File: src/rtl/pc_fetch_pkg.sv
// rtl/pc_fetch_pkg.sv - shared fetch-stage constants, FSM encoding and address helpers
package pc_fetch_pkg;

   // Architectural reset vector and the canonical NOP (addi x0, x0, 0).
   localparam logic [31:0] RESET_PC_DEFAULT  = 32'h0000_0000;
   localparam logic [31:0] NOP_INSTR_DEFAULT = 32'h0000_0013;

   // Fixed instruction width in bytes; the PC advances by this amount.
   localparam logic [31:0] PC_STEP = 32'd4;

   // Fetch sequencer states.
   typedef enum logic [1:0] {
      FS_IDLE  = 2'd0,
      FS_FETCH = 2'd1,
      FS_HOLD  = 2'd2
   } fetch_state_e;

   // A redirect target is only legal on a 32-bit word boundary.
   function automatic logic is_word_aligned(input logic [31:0] addr);
      return (addr[1:0] == 2'b00);
   endfunction

   // Sequential next PC; the 32-bit add wraps naturally at the top of memory.
   function automatic logic [31:0] pc_incr(input logic [31:0] pc);
      return pc + PC_STEP;
   endfunction

endpackage

File: src/rtl/pc_fetch.sv
// rtl/pc_fetch.sv - instruction fetch stage: PC sequencing, imem handshake, redirect handling
module pc_fetch
   import pc_fetch_pkg::*;
#(
   parameter logic [31:0] RESET_PC  = RESET_PC_DEFAULT,
   parameter logic [31:0] NOP_INSTR = NOP_INSTR_DEFAULT
) (
   input  logic        clk,
   input  logic        reset,
   input  logic        pc_src1,
   input  logic [31:0] target_addr,
   input  logic        stall,
   output logic        imem_req,
   output logic [31:0] imem_addr,
   input  logic        imem_ack,
   input  logic [31:0] imem_rdata,
   output logic [31:0] instr,
   output logic [31:0] instr_pc,
   output logic        instr_valid,
   output logic        misalign_err
);

   fetch_state_e state_q, state_d;
   logic [31:0]  pc_q, pc_d;
   logic [31:0]  instr_q, instr_d;
   logic [31:0]  instr_pc_q, instr_pc_d;
   logic         valid_q, valid_d;
   logic         misalign_q, misalign_d;
   logic         pend_q, pend_d;
   logic [31:0]  pend_addr_q, pend_addr_d;

   logic         redirect_ok;
   logic         redirect_bad;

   // Classify the incoming redirect once; a misaligned target is dropped
   // and only reported, it never disturbs the sequencer.
   assign redirect_ok  = pc_src1 &&  is_word_aligned(target_addr);
   assign redirect_bad = pc_src1 && !is_word_aligned(target_addr);

   // The request is a pure decode of the state so it drops the instant reset
   // asserts; the address is the PC register, which only moves on an ack or
   // outside FETCH, keeping it stable for the memory.
   assign imem_req     = (state_q == FS_FETCH);
   assign imem_addr    = pc_q;
   assign instr        = instr_q;
   assign instr_pc     = instr_pc_q;
   assign instr_valid  = valid_q;
   assign misalign_err = misalign_q;

   // State, PC, held-instruction and pending-redirect registers.
   always_ff @(posedge clk or posedge reset) begin
      if (reset) begin
         state_q     <= FS_IDLE;
         pc_q        <= RESET_PC;
         instr_q     <= NOP_INSTR;
         instr_pc_q  <= 32'h0000_0000;
         valid_q     <= 1'b0;
         misalign_q  <= 1'b0;
         pend_q      <= 1'b0;
         pend_addr_q <= 32'h0000_0000;
      end else begin
         state_q     <= state_d;
         pc_q        <= pc_d;
         instr_q     <= instr_d;
         instr_pc_q  <= instr_pc_d;
         valid_q     <= valid_d;
         misalign_q  <= misalign_d;
         pend_q      <= pend_d;
         pend_addr_q <= pend_addr_d;
      end
   end

   // Next-state logic: IDLE -> FETCH -> HOLD -> FETCH ..., with redirects
   // either applied at once or parked until the outstanding request returns.
   always_comb begin
      state_d     = state_q;
      pc_d        = pc_q;
      instr_d     = instr_q;
      instr_pc_d  = instr_pc_q;
      valid_d     = valid_q;
      misalign_d  = redirect_bad;
      pend_d      = pend_q;
      pend_addr_d = pend_addr_q;

      unique case (state_q)
         FS_IDLE: begin
            if (redirect_ok) begin
               pc_d    = target_addr;
               valid_d = 1'b0;
               instr_d = NOP_INSTR;
            end
            state_d = FS_FETCH;
         end

         FS_FETCH: begin
            if (!imem_ack) begin
               // The request cannot be withdrawn; remember where to go once
               // it completes. A later redirect simply replaces the earlier.
               if (redirect_ok) begin
                  pend_d      = 1'b1;
                  pend_addr_d = target_addr;
               end
            end else if (redirect_ok) begin
               // Coincident redirect wins over anything parked.
               pc_d   = target_addr;
               pend_d = 1'b0;
            end else if (pend_q) begin
               // Returned word belongs to the abandoned path: drop it.
               pc_d   = pend_addr_q;
               pend_d = 1'b0;
            end else begin
               instr_d    = imem_rdata;
               instr_pc_d = pc_q;
               valid_d    = 1'b1;
               pc_d       = pc_incr(pc_q);
               state_d    = FS_HOLD;
            end
         end

         FS_HOLD: begin
            if (redirect_ok) begin
               // Redirect flushes the held instruction even under stall.
               pc_d    = target_addr;
               valid_d = 1'b0;
               instr_d = NOP_INSTR;
               state_d = FS_FETCH;
            end else if (!stall) begin
               valid_d = 1'b0;
               instr_d = NOP_INSTR;
               state_d = FS_FETCH;
            end
         end

         default: begin
            state_d = FS_IDLE;
         end
      endcase
   end

endmodule
File: config.mk
export PLATFORM = sky130hd
export DESIGN_NAME = pc_fetch
export DESIGN_NICKNAME = d
export VERILOG_FILES = /design/src/rtl/pc_fetch_pkg.sv /design/src/rtl/pc_fetch.sv
export SDC_FILE = /design/constraint.sdc
export NUM_CORES = 1
export LEC_CHECK = 0
export ABC_AREA = 1
export CORE_UTILIZATION = 55
export CTS_BUF_LIST = sky130_fd_sc_hd__clkbuf_8
export CTS_CLUSTER_DIAMETER = 200
export DETAILED_ROUTE_END_ITERATION = 8
export GPL_ROUTABILITY_DRIVEN = 0
export PLACE_DENSITY = 0.88
export SLEW_MARGIN = 20
export SYNTH_ARGS = -nofsm -noshare
export SYNTH_HDL_FRONTEND = slang
export SYNTH_SLANG_ARGS = --single-unit
export TNS_END_PERCENT = 20
File: constraint.sdc
create_clock -name clk -period 13.7 [get_ports clk]
set_input_delay 3.425 -clock clk [delete_from_list [all_inputs] [get_ports clk]]
set_output_delay 3.425 -clock clk [all_outputs]
set_load 0.1 [all_outputs]
==> qor.txt, run 1 <==
min Tclk post-route: 6.315 ns
share of cells above drive strength 1: 7.046%
Max Clk Rate: 0.1583 GHz
cell depth of the worst min-delay path: 2
Req. time, crit path: 10.27 ns
final setup vio count: 0
TNS Setup: 0 ns
CP top delay family: buffers and inverters
Least-Margin Pin Slew: 1.082 ns
Routed WL: 18830 microns
Avg WL per Cell: 15.92 microns
count leader, synth: nand2_1
worst setup skew after layout: 0.01014 ns
Longest Clk Path Bufs: 2
register area share after synthesis: 49.22%
Worst EP arrival: 2.89 ns
clk_lat worst skew: 0.46 ns
Syn Inst Count: 873
post-synth top area cell: dfrtp_1
Area Growth Syn to Fin: 29.82%
root buffer cell: clkbuf_8
Final Hold Violating Endpoints: 0
kind of critical path: flip-flop to output pin
IO Port Bufs: 167
largest net degree at the start of global routing: 79
depth of the most critical reg-to-reg path: 7
Num CTS Buffers: 17
critical-path cell list: nand2_2, inv_2, clkdlybuf4s50_1
CTS sink cnt: 133
row count: 40
Die Y: 112.9 microns
Yosys cell types: 35
Synth top cells by count: 231 x nand2_1, 130 x dfrtp_1, 112 x inv_1, 88 x nor2_1, 72 x o21ai_0
YS warnings: 0
top-area cell type share of the netlist area: 48.06%
DRC errors left: 0
Net Count, Synth: 943
total grt overflow: 0
fin crit share: 46.10%
ANT cells: 0
Fillers: 897
DRT iter0 DRCs: 736
I/O pin total: 168
number of gates resized after CTS: 0
Final Max Slew Viols: 0
Worst-path clk slew: 0.07 ns
die footprint: 0.01276 sq mm
Post-layout nets: 1093
drt first pass iters: 5
ys async rst share: 100.0%
prevailing post-synth register cell: dfrtp_1
Hold-fix buffers, CTS: 0
crit-path max cell delay: 1.27 ns
Starting Density: 56.35%
pre-CTS setup slack: 7.820 ns
H-Tree Depth: 4
Final ANT Viol Nets: 0
Yosys reg bits: 133
detailed-placement wirelength estimate: 13290 microns
TritonCTS clock tree: built
EDFF count, synth: 0
startpoint class of the critical path: flip-flop
critical path peak fanout: 39
initial antenna violation count: 0
vias in the first global route: 6183
Buf+Inv Stages, Crit Path: 2
slew margin rel.: 27.87%
setup bufs post-CTS: 0
ranking of synthesized cells by area: dfrtp_1 48%, nand2_1 13%, inv_1 6.2%
RSZ-0062 raised after global routing: false
core region area: 0.01201 sq mm
first-pass GRT wire length: 30540 microns
status: finished clean
worst setup margin: 7.385 ns
synthesized area per cell: 7.754 sq um
CP Depth: 3
Total GRT Usage: 31.11%
CP Capture Type: output pin
post-DR vias/cell: 5.468
vias: 6469
CP max stage cell: clkdlybuf4s50_1
Chip Width: 112.9 microns
total of max-cap violations: 0
post-synthesis instance area: 0.006769 sq mm
hold crit path type: flip-flop to flip-flop
==> area by class of cell <==
cell class | count | area (sq um) | area share [%]
Clock buffer | 20 | 275.3 | 3.133
Clock inverter | 12 | 130.1 | 1.481
Inverter | 119 | 451.7 | 5.140
Multi-Input combinational cell | 584 | 2735 | 31.13
Sequential cell | 133 | 3332 | 37.92
Tap cell | 147 | 183.9 | 2.093
Timing Repair Buffer | 168 | 1679 | 19.11
==> worst min-delay path, delay by kind of cell, from the launching register on <==
kind | cells | cell delay, ns
and+or+nand+nor | 2 | 0.11
DFF | 1 | 0.35
==> sequential cells by signal, indices dropped and copies added (netlist names) <==
register / cells
imem_addr: 32
instr: 32
instr_pc: 32
pend_addr_q: 32
state_q: 2
instr_valid: 1
misalign_err: 1
pend_q: 1
==> worst paths after layout <==
| path | start | slack (ns) | endpoint |
|---|---|---|---|
| setup / recovery | state_q[0]$_DFFE_PP0P_ | 7.38 | imem_req |
| hold / removal | pend_addr_q[14]$_DFFE_PP0P_ | 0.48 | pend_addr_q[14]$_DFFE_PP0P_ |
| setup reg to reg | pend_q$_DFFE_PP0P_ | 10.76 | instr[4]$_DFFE_PP1P_ |
| hold reg to reg | pend_addr_q[14]$_DFFE_PP0P_ | 0.48 | pend_addr_q[14]$_DFFE_PP0P_ |
| max in group asynchronous | reset | 8.83 | instr_pc[15]$_DFFE_PP0P_ |
| min in group asynchronous | reset | 3.44 | instr[20]$_DFFE_PP0P_ |
==> metrics by stage <==
stage,hold slack [ns],cells,util (%),cell area (sq um)
floorplan,0.4417,873,-,6769
global placement,0.4527,1151,69.78,8382
detailed placement,0.4596,1151,69.78,8382
CTS,0.4783,1183,73.16,8787
global route,0.5067,1183,73.16,8787
finish,0.4832,1183,73.16,8787
==> kinds of logic (layout without fill, tap and decap cells) <==
family / count (synthesis) / in the layout / share of synthesized area (%)
simple gates: 403 / 403 / 24.94
compound gates: 171 / 171 / 14.12
buf+inv: 156 / 319 / 10.37
flops: 133 / 133 / 49.22
xor+xnor: 9 / 9 / 1.165
fa+ha+maj: 1 / 1 / 0.1848
==> routing by layer <==
metal  part of all wire (%)  vias up  track usage (%)
met5                      0        -                0
met4                    3.6        0            15.09
met3                    8.7       63            6.267
met2                     46      348            48.72
met1                     42     2986            41.80
li1                       -     3072                -
==> cells in the final DEF, fill, tap and decap left out, types with 2 or more instances in the layout <==
cell type,netlist,final
a21oi_2,7,7
clkdlybuf4s50_1,0,167
nand4_1,3,3
inv_1,112,112
clkinv_2,0,2
xor2_1,9,9
nand2_2,2,2
nor2_1,88,88
o21ai_2,10,10
o21ai_1,36,36
nand2_1,231,231
inv_4,1,2
nand3_4,2,2
bufinv_16,0,2
nand3_1,69,69
inv_2,6,6
o21ai_0,72,72
o32ai_1,2,2
o22ai_1,5,5
dfrtp_1,130,130
a21oi_1,34,34
clkinv_4,0,3
dfstp_2,3,3
clkinvlp_4,0,4
nor2_2,4,4
clkbuf_8,0,20
nand2_4,2,2
Power of run 1 is not shown: default switching activity piles up to over one toggle a cycle in this logic, so the estimate is an artifact.
==> run 2, diff against run 1 <==
CORE_UTILIZATION = 46   (was 55)
PLACE_DENSITY = 0.78   (was 0.88)
clock period = 5.6 ns   (was 13.7 ns; I/O delays follow)
==> qor.txt, run 2 (synthesized netlist as in run 1, its figures left out) <==
first-pass GRT wire length: 30400 microns (-0.45%)
RSZ-0062 raised after global routing: false
Buf+Inv Stages, Crit Path: 2 (unchanged)
Final ANT Viol Nets: 0 (unchanged)
final setup vio count: 0 (unchanged)
number of gates resized after CTS: 0 (unchanged)
Routed WL: 18870 microns (+0.23%)
I/O pin total: 168 (unchanged)
hold crit path type: flip-flop to flip-flop
TritonCTS clock tree: built
drt first pass iters: 5 (unchanged)
initial antenna violation count: 0 (unchanged)
H-Tree Depth: 4 (unchanged)
core region area: 0.01410 sq mm (+17%)
critical-path cell list: nand2_2, inv_2, clkdlybuf4s50_1
Worst-path clk slew: 0.08 ns (about the same)
Req. time, crit path: 4.20 ns (-6.07 ns)
post-DR vias/cell: 5.194 (-5.0%)
Hold-fix buffers, CTS: 0 (unchanged)
total of max-cap violations: 0 (unchanged)
Area Growth Syn to Fin: 31.16%
Final Max Slew Viols: 0 (unchanged)
detailed-placement wirelength estimate: 13510 microns (+1.7%)
Post-layout nets: 1094 (+0.091%)
fin crit share: 76.38%
row count: 43 (+7.5%)
kind of critical path: flip-flop to output pin
DRT iter0 DRCs: 560 (-24%)
Least-Margin Pin Slew: 1.097 ns (+0.01511 ns)
ANT cells: 0 (unchanged)
IO Port Bufs: 167 (unchanged)
CP Capture Type: output pin
Avg WL per Cell: 15.51 microns (-2.6%)
min Tclk post-route: 4.277 ns
Chip Width: 123.3 microns (+9.2%)
CP max stage cell: clkdlybuf4s50_1
Longest Clk Path Bufs: 2 (unchanged)
vias in the first global route: 5847 (-5.4%)
Final Hold Violating Endpoints: 0 (unchanged)
Total GRT Usage: 26.54% (-4.6 points)
total grt overflow: 0 (unchanged)
status: finished clean
share of cells above drive strength 1: 7.040% (about the same)
CTS sink cnt: 133 (unchanged)
setup bufs post-CTS: 0 (unchanged)
Num CTS Buffers: 17 (unchanged)
crit-path max cell delay: 1.27 ns (about the same)
clk_lat worst skew: 0.46 ns (about the same)
most common cell after layout, fill and taps aside: nand2_1
critical path peak fanout: 39 (unchanged)
slew margin rel.: 26.86% (-1.0 points)
Die Y: 123.3 microns (+9.2%)
largest net degree at the start of global routing: 88 (+11%)
root buffer cell: clkbuf_8
CP top delay family: buffers and inverters
vias: 6321 (-2.3%)
Starting Density: 48.02% (-8.3 points)
Max Clk Rate: 0.2338 GHz
most frequent cells in the layout: 231 x nand2_1, 167 x clkdlybuf4s50_1, 130 x dfrtp_1, 113 x inv_1, 88 x nor2_1
worst setup skew after layout: 0.01052 ns (+0.0003841 ns)
DRC errors left: 0 (unchanged)
die footprint: 0.01520 sq mm (+19%)
Worst EP arrival: 2.88 ns (about the same)
TNS Setup: 0 ns (unchanged)
startpoint class of the critical path: flip-flop
## run 2: cell type report
type / count / area, sq um
Clock buffer: 18 / 247.7
Clock inverter: 14 / 185.2
Fill cell: 1231 / 5218
Inverter: 119 / 454.2
Multi-Input combinational cell: 584 / 2735
Sequential cell: 133 / 3332
Tap cell: 180 / 225.2
Timing Repair Buffer: 169 / 1699
## run 2: layer usage
| layer | share of wire (%) | vias to the layer above | routed length [microns] | track usage [%] |
|---|---|---|---|---|
| li1 | - | 3081 | - | - |
| met1 | 45 | 2932 | 8452 | 36.85 |
| met2 | 45 | 270 | 8510 | 40.57 |
| met3 | 7.5 | 38 | 1408 | 5.489 |
| met4 | 2.6 | 0 | 500 | 10.62 |
| met5 | 0 | - | 0 | 0 |
## run 2: worst reg2reg max path, stage by stage, from the launching register on
cell and delay (ns):
dfrtp_1 0.79, inv_2 0.70, nand2_1 0.15, nand2_1 0.13, nand3_4 0.13, inv_4 0.32
nand2_8 0.32, o22a_1 0.32
## run 2: path summary, 6_finish.rpt
path                                     startpoint                          end  slack, ns  depth (start not counted)
min in group asynchronous                     reset        instr[24]$_DFFE_PP0P_       1.47                          2
max in group asynchronous                     reset  pend_addr_q[21]$_DFFE_PP0P_       3.38                          3
max reg2reg                      pend_q$_DFFE_PP0P_         instr[4]$_DFFE_PP1P_       2.70                          7
min                        instr_pc[11]$_DFFE_PP0P_     instr_pc[11]$_DFFE_PP0P_       0.47                          2
max                          state_q[0]$_DFFE_PP0P_                     imem_req       1.32                          3
min reg2reg                instr_pc[11]$_DFFE_PP0P_     instr_pc[11]$_DFFE_PP0P_       0.47                          2
## run 2: through the flow
| stage | hold slack, ns | setup slack [ns] | utilization [%] | instance area, sq um | instances |
|---|---|---|---|---|---|
| after global routing | 0.4892 | 1.206 | 62.99 | 8879 | 1217 |
| final | 0.4719 | 1.323 | 62.99 | 8879 | 1217 |
| after global placement | 0.4543 | 1.842 | 59.90 | 8443 | 1185 |
| after floorplan | 0.4417 | 0.6506 | - | 6769 | 873 |
| after CTS | 0.4778 | 1.313 | 62.97 | 8876 | 1217 |
| after detailed placement | 0.4578 | 1.824 | 59.90 | 8443 | 1185 |
Power of run 2 is left out for the same reason.
